$ cat config.mk
export PLATFORM = sky130hd
export DESIGN_NAME = bird_input_ctrl
export DESIGN_NICKNAME = d
export VERILOG_FILES = /design/src/rtl/bird_input_ctrl.sv
export SDC_FILE = /design/constraint.sdc
export NUM_CORES = 1
export LEC_CHECK = 0
export ABC_CLOCK_PERIOD_IN_PS = 3400
export CORE_UTILIZATION = 61
export CTS_CLUSTER_SIZE = 28
export DETAILED_ROUTE_END_ITERATION = 12
export PLACE_DENSITY = 0.79
export REMOVE_ABC_BUFFERS = 1
export SLEW_MARGIN = 5
export SYNTH_ARGS = -nofsm -noshare
export SYNTH_HDL_FRONTEND = slang
export SYNTH_SLANG_ARGS = --single-unit
$ cat constraint.sdc
create_clock -name clk -period 3.4 [get_ports clk]
set_input_delay 0.68 -clock clk [delete_from_list [all_inputs] [get_ports clk]]
set_output_delay 0.68 -clock clk [all_outputs]
set_load 0.005 [all_outputs]
$ cat src/rtl/bird_input_ctrl.sv
// -----------------------------------------------------------------------------
// bird_input_ctrl
//
// Producer side of the bird movement interface. Generates the periodic
// bird_move tick, turns push button KEY[3] into a debounced, rate-limited flap
// request, and emits a one-cycle start pulse when the button is pressed while
// the game is not running.
//
// Ports:
//   clk          in   system clock
//   RESET_GAME_N in   asynchronous active-low reset
//   KEY[3:0]     in   raw board buttons, active-low; only KEY[3] is used
//   run          in   game running; ticks and flaps are enabled only when 1
//   bird_move    out  one-cycle movement tick every TICK_DIV cycles
//   flap_req     out  level, pending flap to be applied on the next tick
//   start_pulse  out  one-cycle pulse on a press accepted while run = 0
//   key_pressed  out  debounced button state (1 = pressed)
// -----------------------------------------------------------------------------
module bird_input_ctrl #(
  parameter int TICK_DIV        = 833333,  // >= 2
  parameter int DEBOUNCE_CYCLES = 500000,  // >= 1
  parameter int HOLDOFF_TICKS   = 3        // 0 disables holdoff
) (
  input  logic       clk,
  input  logic       RESET_GAME_N,
  input  logic [3:0] KEY,
  input  logic       run,
  output logic       bird_move,
  output logic       flap_req,
  output logic       start_pulse,
  output logic       key_pressed
);

  localparam int TW = $clog2(TICK_DIV);
  localparam int DW = $clog2(DEBOUNCE_CYCLES + 1);
  localparam int HW = (HOLDOFF_TICKS > 0) ? $clog2(HOLDOFF_TICKS + 1) : 1;

  localparam logic [TW-1:0] TICK_LAST = TW'(TICK_DIV - 1);
  localparam logic [DW-1:0] DB_LAST   = DW'(DEBOUNCE_CYCLES - 1);
  localparam logic [HW-1:0] HOLD_INIT = HW'(HOLDOFF_TICKS);
  localparam logic [HW-1:0] HOLD_ONE  = HW'(1);

  localparam logic [1:0] ST_IDLE    = 2'd0;
  localparam logic [1:0] ST_PENDING = 2'd1;
  localparam logic [1:0] ST_HOLDOFF = 2'd2;

  logic          sync1, sync2;
  logic [DW-1:0] db_cnt;
  logic          stable_lvl;
  logic          key_d;
  logic          press_evt;
  logic [TW-1:0] tick_cnt;
  logic [1:0]    state, state_nxt;
  logic [HW-1:0] hold_cnt, hold_nxt;

  // KEY[2:0] are board buttons this block does not use.
  logic unused_key_bits;
  assign unused_key_bits = ^KEY[2:0];

  // Two-flop synchronizer; resets to the released (high) level so no phantom
  // press is seen on reset release.
  // NOTE: sequential state uses non-blocking (<=) so every flop samples the
  // pre-edge value of its neighbours, which is what makes this a 2-stage chain.
  always_ff @(posedge clk or negedge RESET_GAME_N) begin
    if (!RESET_GAME_N) begin
      sync1 <= 1'b1;
      sync2 <= 1'b1;
    end else begin
      sync1 <= KEY[3];
      sync2 <= sync1;
    end
  end

  // Debounce: the stable level is held inverted in key_pressed. The counter
  // counts consecutive cycles where the synchronized level disagrees with the
  // stable level; any agreeing cycle (a bounce) restarts the count.
  assign stable_lvl = ~key_pressed;

  always_ff @(posedge clk or negedge RESET_GAME_N) begin
    if (!RESET_GAME_N) begin
      db_cnt      <= '0;
      key_pressed <= 1'b0;
    end else if (sync2 == stable_lvl) begin
      db_cnt <= '0;
    end else if (db_cnt == DB_LAST) begin
      db_cnt      <= '0;
      key_pressed <= ~key_pressed;
    end else begin
      db_cnt <= db_cnt + 1'b1;
    end
  end

  // Press event: registered rising edge of the debounced state. Releases
  // produce nothing. A press while idle starts the game instead of flapping.
  always_ff @(posedge clk or negedge RESET_GAME_N) begin
    if (!RESET_GAME_N) begin
      key_d       <= 1'b0;
      press_evt   <= 1'b0;
      start_pulse <= 1'b0;
    end else begin
      key_d       <= key_pressed;
      press_evt   <= key_pressed & ~key_d;
      start_pulse <= press_evt & ~run;
    end
  end

  // Tick generator: free-running modulo-TICK_DIV counter while running; held
  // at zero otherwise so a restart always yields a full first period.
  always_ff @(posedge clk or negedge RESET_GAME_N) begin
    if (!RESET_GAME_N) begin
      tick_cnt  <= '0;
      bird_move <= 1'b0;
    end else if (!run) begin
      tick_cnt  <= '0;
      bird_move <= 1'b0;
    end else if (tick_cnt == TICK_LAST) begin
      tick_cnt  <= '0;
      bird_move <= 1'b1;
    end else begin
      tick_cnt  <= tick_cnt + 1'b1;
      bird_move <= 1'b0;
    end
  end

  // Flap FSM. The consumer samples flap_req in the bird_move cycle, so that
  // cycle is the consumption point. A press arriving in the consumption cycle
  // is ignored, same as a press during holdoff.
  // NOTE: every variable gets a default at the top of always_comb so no path
  // leaves it unassigned, which would otherwise infer a latch.
  always_comb begin
    state_nxt = state;
    hold_nxt  = hold_cnt;
    if (!run) begin
      state_nxt = ST_IDLE;
      hold_nxt  = '0;
    end else begin
      case (state)
        ST_IDLE: begin
          if (press_evt) state_nxt = ST_PENDING;
        end
        ST_PENDING: begin
          if (bird_move) begin
            if (HOLDOFF_TICKS == 0) begin
              state_nxt = ST_IDLE;
            end else begin
              state_nxt = ST_HOLDOFF;
              hold_nxt  = HOLD_INIT;
            end
          end
        end
        ST_HOLDOFF: begin
          if (bird_move) begin
            hold_nxt = hold_cnt - 1'b1;
            if (hold_cnt == HOLD_ONE) state_nxt = ST_IDLE;
          end
        end
        default: begin
          state_nxt = ST_IDLE;
          hold_nxt  = '0;
        end
      endcase
    end
  end

  always_ff @(posedge clk or negedge RESET_GAME_N) begin
    if (!RESET_GAME_N) begin
      state    <= ST_IDLE;
      hold_cnt <= '0;
    end else begin
      state    <= state_nxt;
      hold_cnt <= hold_nxt;
    end
  end

  assign flap_req = (state == ST_PENDING);

endmodule

==> results.sh <==
export IMPL_clock_latency_ns=0.30
export IMPL_reg2reg_slack_ns=1.17
export IMPL_clockBufferDepth=2
export IMPL_worstPathArrival_ns=1.62
export IMPL_ys_types=43
export IMPL_pwr_density_cell_mw_per_mm2=383
export IMPL_final_common_cell="dfrtp_1"
export IMPL_cp_end_kind="primary output"
export IMPL_ctsHoldBuffers=0
export IMPL_die_x_um=65.9
export IMPL_clock_skew_ns=0.00669
export IMPL_slew_headroom=0.386
export IMPL_vdd_ir_drop_worst_v=0.000226
export IMPL_antenna_found_initial=0
export IMPL_wire_per_inst_um=14.8
export IMPL_dr_pass1_iters=4
export IMPL_ys_ff_latch=50
export IMPL_grt_max_degree=37
export IMPL_reg2reg_from="db_cnt[12]"
export IMPL_required_ns=2.72
export IMPL_place_congestion=0.787
export IMPL_cts_resized_gates=0
export IMPL_portBuffers=7
export IMPL_drc=0
export IMPL_multi_input_area_mm2=0.00116
export IMPL_grt_pass1_vias=1856
export IMPL_hp_class="reg2reg"
export IMPL_min_path_cells=0
export IMPL_num_fill_cells=298
export IMPL_max_slew_worst_pin_slew_ns=0.912
export IMPL_htreeDepth=2
export IMPL_finalMaxSlewViolations=0
export IMPL_fin_crit_sh=0.678
export IMPL_crit_type="reg2out"
export IMPL_worstHoldStart="sync1"
export IMPL_cap_violations=0
export IMPL_finalHoldViolCount=0
export IMPL_setup_violations=0
export IMPL_pin_count=11
export IMPL_clk_pin_slew_ns=0.08
export IMPL_coreArea_mm2=0.00380
export IMPL_cts_setup_buffers=0
export IMPL_detail_route_antenna_nets=0
export IMPL_yosys_warnings=0
export IMPL_syn_inst=251
export IMPL_reg2regPathDepth=4
export IMPL_die_area_mm2=0.00434
export IMPL_p_leak_nw=1.08
export IMPL_status="finished clean"
export IMPL_slowest_stage="clkdlybuf4s50_1"
export IMPL_synthesis_area_mm2=0.00249
export IMPL_regArea_mm2=0.00125
export IMPL_cts_tree="done"
export IMPL_final_cell_mix="48 x dfrtp_1, 41 x nor2_1, 22 x xnor2_1"
export IMPL_setup_tns_final_ns=0
export IMPL_cts_made_buffers=5
export IMPL_vias=1842
export IMPL_grt_overflow_total=0
export IMPL_avgSynthCellArea_um2=9.92
export IMPL_max_stage_delay_ns=0.54
export IMPL_viasPerCell=5.87
export IMPL_hpwl_um=3220
export IMPL_wl_um=4650
export IMPL_crit_path_start_kind="register"
export IMPL_finalPower_mw=1.03
export IMPL_hold_end="sync2"
export IMPL_rsz0062_at_grt="false"
export IMPL_cts_sinks=50
export IMPL_track_usage=0.260
export IMPL_regToRegEndpoint="db_cnt[14]"
export IMPL_syn_to_final_growth_pct=8.34
export IMPL_layout_drive_gt1_share=0.0714
export IMPL_critPathMaxFanout=6
export IMPL_fin_nets=280
export IMPL_cts_root_buf="clkbuf_8"
export IMPL_fmax_mhz=434
export IMPL_crit_chain="inv_1 > ha_1 > clkdlybuf4s50_1"
export IMPL_ys_seq_area_frac=0.503
export IMPL_initial_core_util=0.656
export IMPL_drtIter0Drc=134
export IMPL_n_antenna_cell=0
export IMPL_min_period_ns=2.30
export IMPL_fp_row_count=22
export IMPL_grt_pass1_wl_um=8450
export IMPL_die_height_um=65.9
-- state kept, by name, summed over array words and instances (netlist names) --
| signal | count |
|---|---|
| hold_cnt | 2 |
| press_evt | 1 |
| tick_cnt | 20 |
| bird_move | 1 |
| sync1 | 1 |
| db_cnt | 19 |
| sync2 | 1 |
| start_pulse | 1 |
| key_d | 1 |
| state | 2 |
| key_pressed | 1 |
-- stage by stage --
stage	utilization	setup WS, ns	instances	cell area, um2	hold slack [ns]
3_3_place_gp	0.689	1.24	306	2620	0.347
6_report	0.710	1.10	314	2700	0.361
2_1_floorplan	-	1.43	248	2470	0.345
3_5_place_dp	0.689	1.18	306	2620	0.349
4_1_cts	0.710	1.09	314	2700	0.361
5_1_grt	0.710	1.01	314	2700	0.367
-- kinds of logic after synthesis --
family                     Yosys count  synth area share
and+or+nand+nor                    117             0.248
DFF                                 50             0.503
AOI/OAI and AO/OA                   30            0.0758
xor gates and xnor gates            27            0.0949
buffers and inverters               17            0.0291
adders and majority gates            8            0.0402
muxes                                2           0.00904
-- report_power, final --
part / total, mW / internal (mW) / switching (mW)
registers: 0.615 / 0.605 / 0.00938
logic: 0.0904 / 0.0356 / 0.0549
clock network: 0.329 / 0.147 / 0.182
total: 1.03 / 0.787 / 0.247
-- layout make-up --
type                       instances  share of cell area
sequential                        50               0.465
multi-input combinational        184               0.432
timing repair buffer              10              0.0325
clock buffer                       8              0.0297
tap                               48              0.0223
inverter                          14              0.0195
-- worst max path at each step --
stage / startpoint / to / slack (ns) / depth (start not counted)
after floorplan: db_cnt[11] / db_cnt[10] / 1.43 / 4
after global placement: db_cnt[12] / db_cnt[3] / 1.24 / 4
after detailed placement: db_cnt[6] / db_cnt[14] / 1.18 / 4
after CTS: state[1] / flap_req / 1.09 / 3
after global routing: state[1] / flap_req / 1.01 / 3
final: state[1] / flap_req / 1.10 / 3
-- per-layer routing --
layer	track usage	up-vias	share of wire
met5	0	-	0
met4	0.0734	0	0.015
met3	0.0603	8	0.044
met2	0.417	44	0.45
met1	0.353	886	0.49
li1	-	904	-
-- synth_stat cells, drive strengths merged --
library cell | number | area share
a211oi | 1 | 0.0030
nand4bb | 1 | 0.0045
or3 | 3 | 0.0075
ha | 8 | 0.040
clkbuf | 1 | 0.0015
a21oi | 11 | 0.022
buf | 2 | 0.0065
nor2b | 4 | 0.010
or4 | 4 | 0.014
dfstp | 2 | 0.021
nand3 | 14 | 0.030
a21o | 1 | 0.0030
or2 | 1 | 0.0025
a2111oi | 1 | 0.0035
o21a | 1 | 0.0030
nand2b | 1 | 0.0025
and2 | 2 | 0.0050
nor4bb | 1 | 0.0040
o41ai | 1 | 0.0035
o221ai | 2 | 0.0070
nor2 | 41 | 0.062
nor4 | 6 | 0.015
and3 | 4 | 0.010
or3b | 1 | 0.0035
nor4b | 1 | 0.0035
dfrtp | 48 | 0.48
nor3b | 1 | 0.0030
o31ai | 2 | 0.0060
o21ai | 10 | 0.025
nand4 | 12 | 0.030
nor3 | 8 | 0.016
nand2 | 9 | 0.014
mux2 | 2 | 0.0090
inv | 14 | 0.021
or4b | 1 | 0.0040
xor2 | 5 | 0.018
xnor2 | 22 | 0.077
and4 | 2 | 0.0070
-- critical path, delay by kind of cell, from the launching register on --
kind	cells	cell delay, ns
flops	1	0.40
buf+inv	2	0.66
fa+ha+maj	1	0.28
(Power assumes the default switching activity.)
